`src/rtl/shift_feeder.sv`:
```
// Parallel-to-serial feeder for the downstream shift register.
// A one-entry holding buffer lets words stream with no idle cycles; GAP adds idle spacing per word.
module shift_feeder #(
  parameter int WIDTH = 16,
  parameter int GAP   = 0
) (
  input  logic             clk,
  input  logic             rstn,
  input  logic [WIDTH-1:0] in_data,
  input  logic             in_dir,
  input  logic             in_valid,
  output logic             in_ready,
  output logic             d,
  output logic             en,
  output logic             dir,
  output logic             word_done,
  output logic             busy
);
  // state    | meaning
  // ST_IDLE  | no active word; a held word loads on the next edge
  // ST_SHIFT | one bit per cycle on d with en=1
  // ST_GAP   | en=0 spacing after a word, counted down to zero
  typedef enum logic [1:0] {ST_IDLE, ST_SHIFT, ST_GAP} state_e;

  localparam int CW = $clog2(WIDTH);
  localparam logic [CW-1:0] CNT_LAST = CW'(WIDTH - 1);
  localparam logic [3:0]    GAP_LAST = (GAP > 0) ? 4'(GAP - 1) : 4'd0;

  state_e           state_q, state_d;
  logic             hold_valid_q, hold_valid_d;
  logic [WIDTH-1:0] hold_data_q, hold_data_d;
  logic             hold_dir_q, hold_dir_d;
  logic [WIDTH-1:0] word_q, word_d;
  logic [CW-1:0]    cnt_q, cnt_d;
  logic [3:0]       gap_q, gap_d;
  logic             d_q, d_d;
  logic             en_q, en_d;
  logic             dir_q, dir_d;
  logic             wd_q, wd_d;
  logic             busy_q, busy_d;
  logic             load;

  // Bit driven on the c-th shift cycle of a word.
  function automatic logic bit_at(input logic [WIDTH-1:0] w, input logic dr,
                                  input logic [CW-1:0] c);
    logic [CW-1:0] idx;
    idx = dr ? c : (CNT_LAST - c);
    return w[idx];
  endfunction

  always_comb begin
    state_d      = state_q;
    hold_valid_d = hold_valid_q;
    hold_data_d  = hold_data_q;
    hold_dir_d   = hold_dir_q;
    word_d       = word_q;
    cnt_d        = cnt_q;
    gap_d        = gap_q;
    dir_d        = dir_q;
    d_d          = 1'b0;
    en_d         = 1'b0;
    wd_d         = 1'b0;
    load         = 1'b0;

    if (in_valid && !hold_valid_q) begin
      hold_valid_d = 1'b1;
      hold_data_d  = in_data;
      hold_dir_d   = in_dir;
    end

    case (state_q)
      ST_IDLE: load = hold_valid_q;
      ST_SHIFT: begin
        if (cnt_q == CNT_LAST) begin
          if (GAP > 0) begin
            state_d = ST_GAP;
            gap_d   = GAP_LAST;
          end else if (hold_valid_q) begin
            load = 1'b1;
          end else begin
            state_d = ST_IDLE;
          end
        end else begin
          cnt_d = cnt_q + 1'b1;
          en_d  = 1'b1;
          d_d   = bit_at(word_q, dir_q, cnt_d);
          wd_d  = (cnt_d == CNT_LAST);
        end
      end
      ST_GAP: begin
        if (gap_q == 4'd0) begin
          if (hold_valid_q) load = 1'b1;
          else              state_d = ST_IDLE;
        end else begin
          gap_d = gap_q - 4'd1;
        end
      end
      default: state_d = ST_IDLE;
    endcase

    // Load drains the buffer; capture above cannot fire on the same edge since hold_valid_q=1.
    if (load) begin
      state_d      = ST_SHIFT;
      word_d       = hold_data_q;
      dir_d        = hold_dir_q;
      cnt_d        = '0;
      hold_valid_d = 1'b0;
      en_d         = 1'b1;
      d_d          = bit_at(hold_data_q, hold_dir_q, '0);
      wd_d         = 1'b0;
    end

    busy_d = (state_d != ST_IDLE) || hold_valid_d;
  end

  always_ff @(posedge clk or negedge rstn) begin
    if (!rstn) begin
      state_q      <= ST_IDLE;
      hold_valid_q <= 1'b0;
      hold_data_q  <= '0;
      hold_dir_q   <= 1'b0;
      word_q       <= '0;
      cnt_q        <= '0;
      gap_q        <= '0;
      d_q          <= 1'b0;
      en_q         <= 1'b0;
      dir_q        <= 1'b0;
      wd_q         <= 1'b0;
      busy_q       <= 1'b0;
    end else begin
      state_q      <= state_d;
      hold_valid_q <= hold_valid_d;
      hold_data_q  <= hold_data_d;
      hold_dir_q   <= hold_dir_d;
      word_q       <= word_d;
      cnt_q        <= cnt_d;
      gap_q        <= gap_d;
      d_q          <= d_d;
      en_q         <= en_d;
      dir_q        <= dir_d;
      wd_q         <= wd_d;
      busy_q       <= busy_d;
    end
  end

  assign in_ready  = !hold_valid_q;
  assign d         = d_q;
  assign en        = en_q;
  assign dir       = dir_q;
  assign word_done = wd_q;
  assign busy      = busy_q;

endmodule

```
`config.mk`:
```
export PLATFORM = sky130hd
export DESIGN_NAME = shift_feeder
export DESIGN_NICKNAME = d
export VERILOG_FILES = /design/src/rtl/shift_feeder.sv
export SDC_FILE = /design/constraint.sdc
export NUM_CORES = 1
export LEC_CHECK = 0
export CORE_MARGIN = 1
export CORE_UTILIZATION = 60
export DETAILED_ROUTE_END_ITERATION = 7
export PLACE_DENSITY = 0.89
export SLEW_MARGIN = 20
export SYNTH_ARGS = -nofsm -noshare
export SYNTH_HDL_FRONTEND = slang
export SYNTH_SLANG_ARGS = --single-unit
```
`constraint.sdc`:
```
create_clock -name clk -period 3.25 [get_ports clk]
set_input_delay 0.4875 -clock clk [delete_from_list [all_inputs] [get_ports clk]]
set_output_delay 0.4875 -clock clk [all_outputs]
set_load 0.01 [all_outputs]
```
### Word-level counts from Yosys, hierarchy flattened

Index checks and enable logic that the tools add are counted.

| word-level totals | value |
|---|---|
| output and inout bits | 6 |
| logic and storage cells | 61 |
| register bits | 49 |
| input bits | 20 |

| cells by class | value |
|---|---|
| add/subtract/negate cells | 3 |
| bitwise gates (word level) | 1 |
| $lt $le $gt $ge | 2 |
| reduce and logical (&&, ||, !) cells | 9 |
| mux-type cells | 29 |
| equal/unequal tests | 5 |

Operator list:

| cell | count |
|---|---|
| $mux 4 | 5 |
| $mux 1 | 16 |
| $lt 4x5->1 const B | 2 |
| $bmux 1 s4 | 2 |
| $eq 4x4->1 const B | 2 |
| $mux 2 | 4 |
| $pmux 2 s3 | 1 |
| $add 4x1->4 const B | 1 |
| $logic_not 4->1 | 1 |
| $reduce_and 2->1 | 2 |
| $reduce_bool 2->1 | 2 |
| $sub 4x1->4 const B | 1 |
| $sub 4x4->4 const A | 1 |
| $pmux 1 s3 | 1 |
| $eq 2x1->1 const B | 1 |
| $eq 2x2->1 const B | 1 |
| $logic_not 2->1 | 1 |
| $ne 2x2->1 const B | 1 |
| $logic_and 1x1->1 | 1 |
| $logic_not 1->1 | 1 |
| $logic_or 1x1->1 | 1 |
| $not 1->1 | 1 |

### Depth between registers and ports, before layout

| depth | value |
|---|---|
| depth in word-level cells | 8 |
| depth in mapped cells | 8 |
| mapped depth without buffers | 7 |

### Worst setup path before layout

No wires, ideal clock.

| timing path | value |
|---|---|
| path kind | reg-to-reg |
| start point | reg cnt_q[0] |
| end point | reg d_q (netlist: d) |
| period minus slack after synthesis | 2.201 ns |
| slack | 1.049 ns |
| data required time | 3.113 ns |
| buffers on the path | 1 |
| setup time | 0.137 ns |
| stages on the path, launching flop included | 8 |
| arrival | 2.064 ns |
| path through | dfrtp_1 -> inv_1 -> ha_1 -> clkbuf_8 -> mux4_2 -> mux2_2 -> o211ai_1 -> o221ai_2 |

| on the way | value |
|---|---|
| cells in the longest elaborated chain, start to end | 8 |
| elaborated cells on any way between the ends | 11 |
| classes of those cells | add/sub (2); eq/ne (1); mux (8) |

Ends and longest elaborated chain:

| element | line | RTL |
|---|---|---|
| from (decl) | 34 | `logic [CW-1:0] cnt_q, cnt_d;` |
| from (signal assigned) | 136 | `cnt_q <= cnt_d;` |
| $add 4x1->4 | 84 | `cnt_d = cnt_q + 1'b1;` |
| $sub 4x4->4 | 47 | `idx = dr ? c : (CNT_LAST - c);` |
| $mux 4 | 47 |  |
| $bmux 1 s4 | 48 | `return w[idx];` |
| $mux 1 (not written as such) | 48 |  |
| $mux 1 | 74 | `if (cnt_q == CNT_LAST) begin` |
| $mux 1 | 71 | `case (state_q)` |
| $mux 1 * | 102 | `if (load) begin` |
| via d_d | 36 | `logic d_q, d_d;` |
| to (signal assigned) | 125 | `d_q <= 1'b0;` |
| to (signal assigned) | 138 | `d_q <= d_d;` |
| to (decl) | 36 |  |

Mark *: on every way through the listed nets, which the timed path passes. The rest lies on a longest branch. The select of a mux whose other input is x is not followed.
A chain may end at the register's enable or synchronous reset.

### Worst setup path in the final report

Same ends and word-level chain as after synthesis.

==> run summary <==
The flow ran to the end, and the final reports show no timing, DRC or antenna violations. Summed over its instances, the top area cell type makes up 50.2% of the synthesized netlist area. TritonCTS built the clock tree. The count of buffers inserted at the top-level ports works out to 25.

The maximum VDD drop is 0.723 mV, and the post-layout minimum cycle time is 2.62 ns. Mean number of vias per cell: 6.05. Clock-pin slew was measured on the worst setup and hold paths at 0.09 ns. STA classifies the critical path startpoint as a register.

The period utilization was 80.8%. The run gives 0 as the number of hold violations in the final report. The first routing iteration left 117 violations. STA classifies the critical path endpoint as a register. Final sum of negative setup slack: 0 ns.

The tools report the final design area excluding fillers as 2790 µm². The tools report the fill cell instance count of the final layout as 214. Post-synthesis average cell area: 13.3 µm². In the post-synthesis netlist, the cell with the most instances is sky130_fd_sc_hd__dfrtp_1.

After detailed routing, the number of remaining DRC violations is 0. In this run the power spent charging and discharging nets is 0.950 mW. After Yosys synthesis, full adders, half adders and majority gates account for 4.10% of the synthesized area. The tools report the combinational share of power as 45.8%.

The final layout contains routed wiring with a total length of 4.33 mm. The share of total power consumed by net switching came out at 35.2%. The initial cell density of the core came out at 64.8%. For this run, the register share of the synthesized area comes to 50.2%.

The longest clock path from root to sink contains 2 buffers. Setup violations remaining at the end of the flow were counted as 0. Hold repair after CTS inserted 0 buffers. Of all cell types, the one taking the most synthesized area is sky130_fd_sc_hd__dfrtp_1.

The detailed router placed 1567 vias in this run. Measured along the x axis, the die boundary spans 65.8 µm. The tools report the total CTS buffers as 5. The leading register cell type out of synthesis was sky130_fd_sc_hd__dfrtp_1. The tools report the combined area of all synthesized cells as 2440 µm². 0 antenna diodes ended up in the layout. CTS saw 49 sinks. The logs give 2.70 mW for the overall power of the completed layout and 42 for the distinct cell type count after synthesis.

The initial antenna violation count is 0, and the number of ports placed on the die boundary is 26. Number of instances in the synthesized netlist: 183. The logs give 3770 µm² for the area of the core region and 0 for the max-slew violation count.

The clock group share of total power is 12.7%, and the total global routing overflow is 0. The multi-input combinational cells in the finished layout cover a total of 1120 µm². The internal power summed over all cells was 1.75 mW; the final clock skew was 0.00984 ns. The leakage dissipation was 1.22 nW; the ratio of cells with drive above 1 in the final layout was 25.6%. The via count of the first global-routing pass was 1550. Once placement finished, the instance area stood at 2700 µm². The share of synthesized cell area in and, or, nand and nor gates was 7.68%.

In this run, synthesis inferred 0 flip-flops with an integrated enable. At the worst endpoint, the arrival time is 2.80 ns. The first global-routing pass estimated 7.64 mm of wire. Along the worst path, the maximum fanout reaches 12. In this run, post-CTS repair resized a total of 0 instances. The multiplexer area fraction after synthesis was 24.7%; the length of the first detailed-routing pass in iterations was 4. Transition time at the pin with the least slew margin: 0.601 ns. Setup repair after global routing left no endpoint under its margin. The synthesized design contains 49 register bits. The signed area change from the synthesized netlist to the final layout is 14.3%, and the synthesis warning total is 0. The row count is 22, and the number of max-cap violations is 0. After clock tree synthesis, the setup repair step added 0 buffers. By area, the combinational part of the netlist is dominated by multiplexers. The cell at the root of the clock tree is sky130_fd_sc_hd__clkbuf_8. After detailed routing, the average wire length per cell comes to 16.7 µm.

The tools report the largest net degree at the start of global routing as 50. Once detail routing completed, the nets flagged for antenna violations numbered 0. The later pin in the worst-skew pair is clocked with a latency of 0.30 ns. Across every metal layer, demand over resource in global routing totals 24.1%. The power density over the cells is 967 nW/µm², and the post-synthesis async set-or-reset flop share is 100%. The H-tree generated during clock tree synthesis spans 2 levels. The total die area was 4330 µm². By startpoint and endpoint, the worst setup path is classified as register to register.

The worst slack at placement is 0.669 ns. Sequential cells burn 41.5% of the power. For the number of nets in the finished design, the log shows 238. The congestion estimate from routability-driven global placement came to 0.843. The net count after synthesis came out at 211.

In the synthesized netlist, the cells that appear most often are 49 x sky130_fd_sc_hd__dfrtp_1, 35 x sky130_fd_sc_hd__mux2_2, 10 x sky130_fd_sc_hd__nand2_1. In the post-synthesis netlist, the biggest area contributors are sky130_fd_sc_hd__dfrtp_1 50%, sky130_fd_sc_hd__mux2_2 16%, sky130_fd_sc_hd__mux4_1 5.4%. The detailed placement HPWL is 3.11 mm, and the share of the synthesized area in compound gates (AO/OA/AOI/OAI) is 6.97%.

The xor/xnor cell area share of the yosys netlist was 2.51%. From bottom edge to top edge, the die measures 65.8 µm. Worst endpoint required time: 3.43 ns. Derived from the worst setup path, the maximum achievable clock frequency is 381 MHz. The classification of the worst-slack hold path was input pin to asynchronous set/reset pin. The worst pin sits at a relative slew slack of 60.0%. Once routing completed, OpenROAD measured the worst setup slack at 0.625 ns.

The tools report the footprint of the flip-flops and latches as 1230 µm².
## cell families (layout without fill, tap and decap cells)
family | count (synthesis) | count (layout)
compound gates | 26 | 26
xor+xnor | 7 | 7
fa+ha+maj | 8 | 8
buf+inv | 16 | 44
flops | 49 | 49
mux | 44 | 44
simple gates | 33 | 33
## critical path: stages (launching register included)
cell and delay, ns:
sky130_fd_sc_hd__dfrtp_1 0.47, sky130_fd_sc_hd__inv_1 0.13, sky130_fd_sc_hd__ha_1 0.59, sky130_fd_sc_hd__mux4_1 0.61
sky130_fd_sc_hd__mux4_2 0.51, sky130_fd_sc_hd__nand3_2 0.10, sky130_fd_sc_hd__o221ai_2 0.08
## stage by stage
step,hold WS (ns),util (%),cells
3_3_place_gp,0.473,71.7,251
4_1_cts,0.397,74.0,259
5_1_grt,0.226,74.0,259
6_report,0.181,74.0,259
2_1_floorplan,0.192,-,183
3_5_place_dp,0.487,71.7,251
## path summary, 6_finish.rpt
kind,endpoint,slack (ns),depth (start not counted),from
max in group asynchronous,word_q[3],2.66,1,rstn
min,state_q[0],0.18,1,rstn
min reg2reg,gap_q[0],0.50,1,gap_q[0]
max,d,0.63,6,cnt_q[0]
max reg2reg,d,0.63,6,cnt_q[0]
min in group clk,gap_q[0],0.50,1,gap_q[0]
## power by group through the flow
stage / clock [mW] / combinational [mW] / sequential, mW
floorplan: 0 / 1.05 / 1.03
global placement: 0 / 1.15 / 1.10
detailed placement: 0 / 1.22 / 1.13
CTS: 0.355 / 1.24 / 1.12
global route: 0.373 / 1.35 / 1.16
finish: 0.343 / 1.24 / 1.12
## registers in the layout, indices dropped and copies added, names as in the netlist, 2 cells and up
register	count
cnt_q	4
gap_q	4
hold_data_q	16
state_q	2
word_q	16
## metal layers
layer	global-route usage [%]	share of wire, %
met3	4.48	4.7
met4	10.6	1.6
met1	31.2	42
met2	39.7	51
met5	0	0
## cell usage in the layout, fill, tap and decap left out, drive strengths merged, types with 2 or more instances in the layout
cell type / n
buf: 3
dfrtp: 49
and4b: 2
mux4: 8
nand3: 4
a21oi: 5
a31oi: 2
nand2: 10
nor2: 6
clkinv: 2
mux2: 35
nor3b: 2
clkbuf: 5
and3: 2
ha: 8
o21ai: 9
xnor2: 5
inv: 9
clkdlybuf4s50: 24
xor2: 2
## area by class of cell
class / count / share of cell area [%]
Clock inverter: 3 / 0.628
Timing Repair Buffer: 27 / 9.41
Multi-Input combinational cell: 118 / 40.2
Sequential cell: 49 / 43.9
Tap cell: 48 / 2.15
Inverter: 9 / 1.21
Clock buffer: 5 / 2.47
Note: power is estimated with default switching activity, not from simulation.
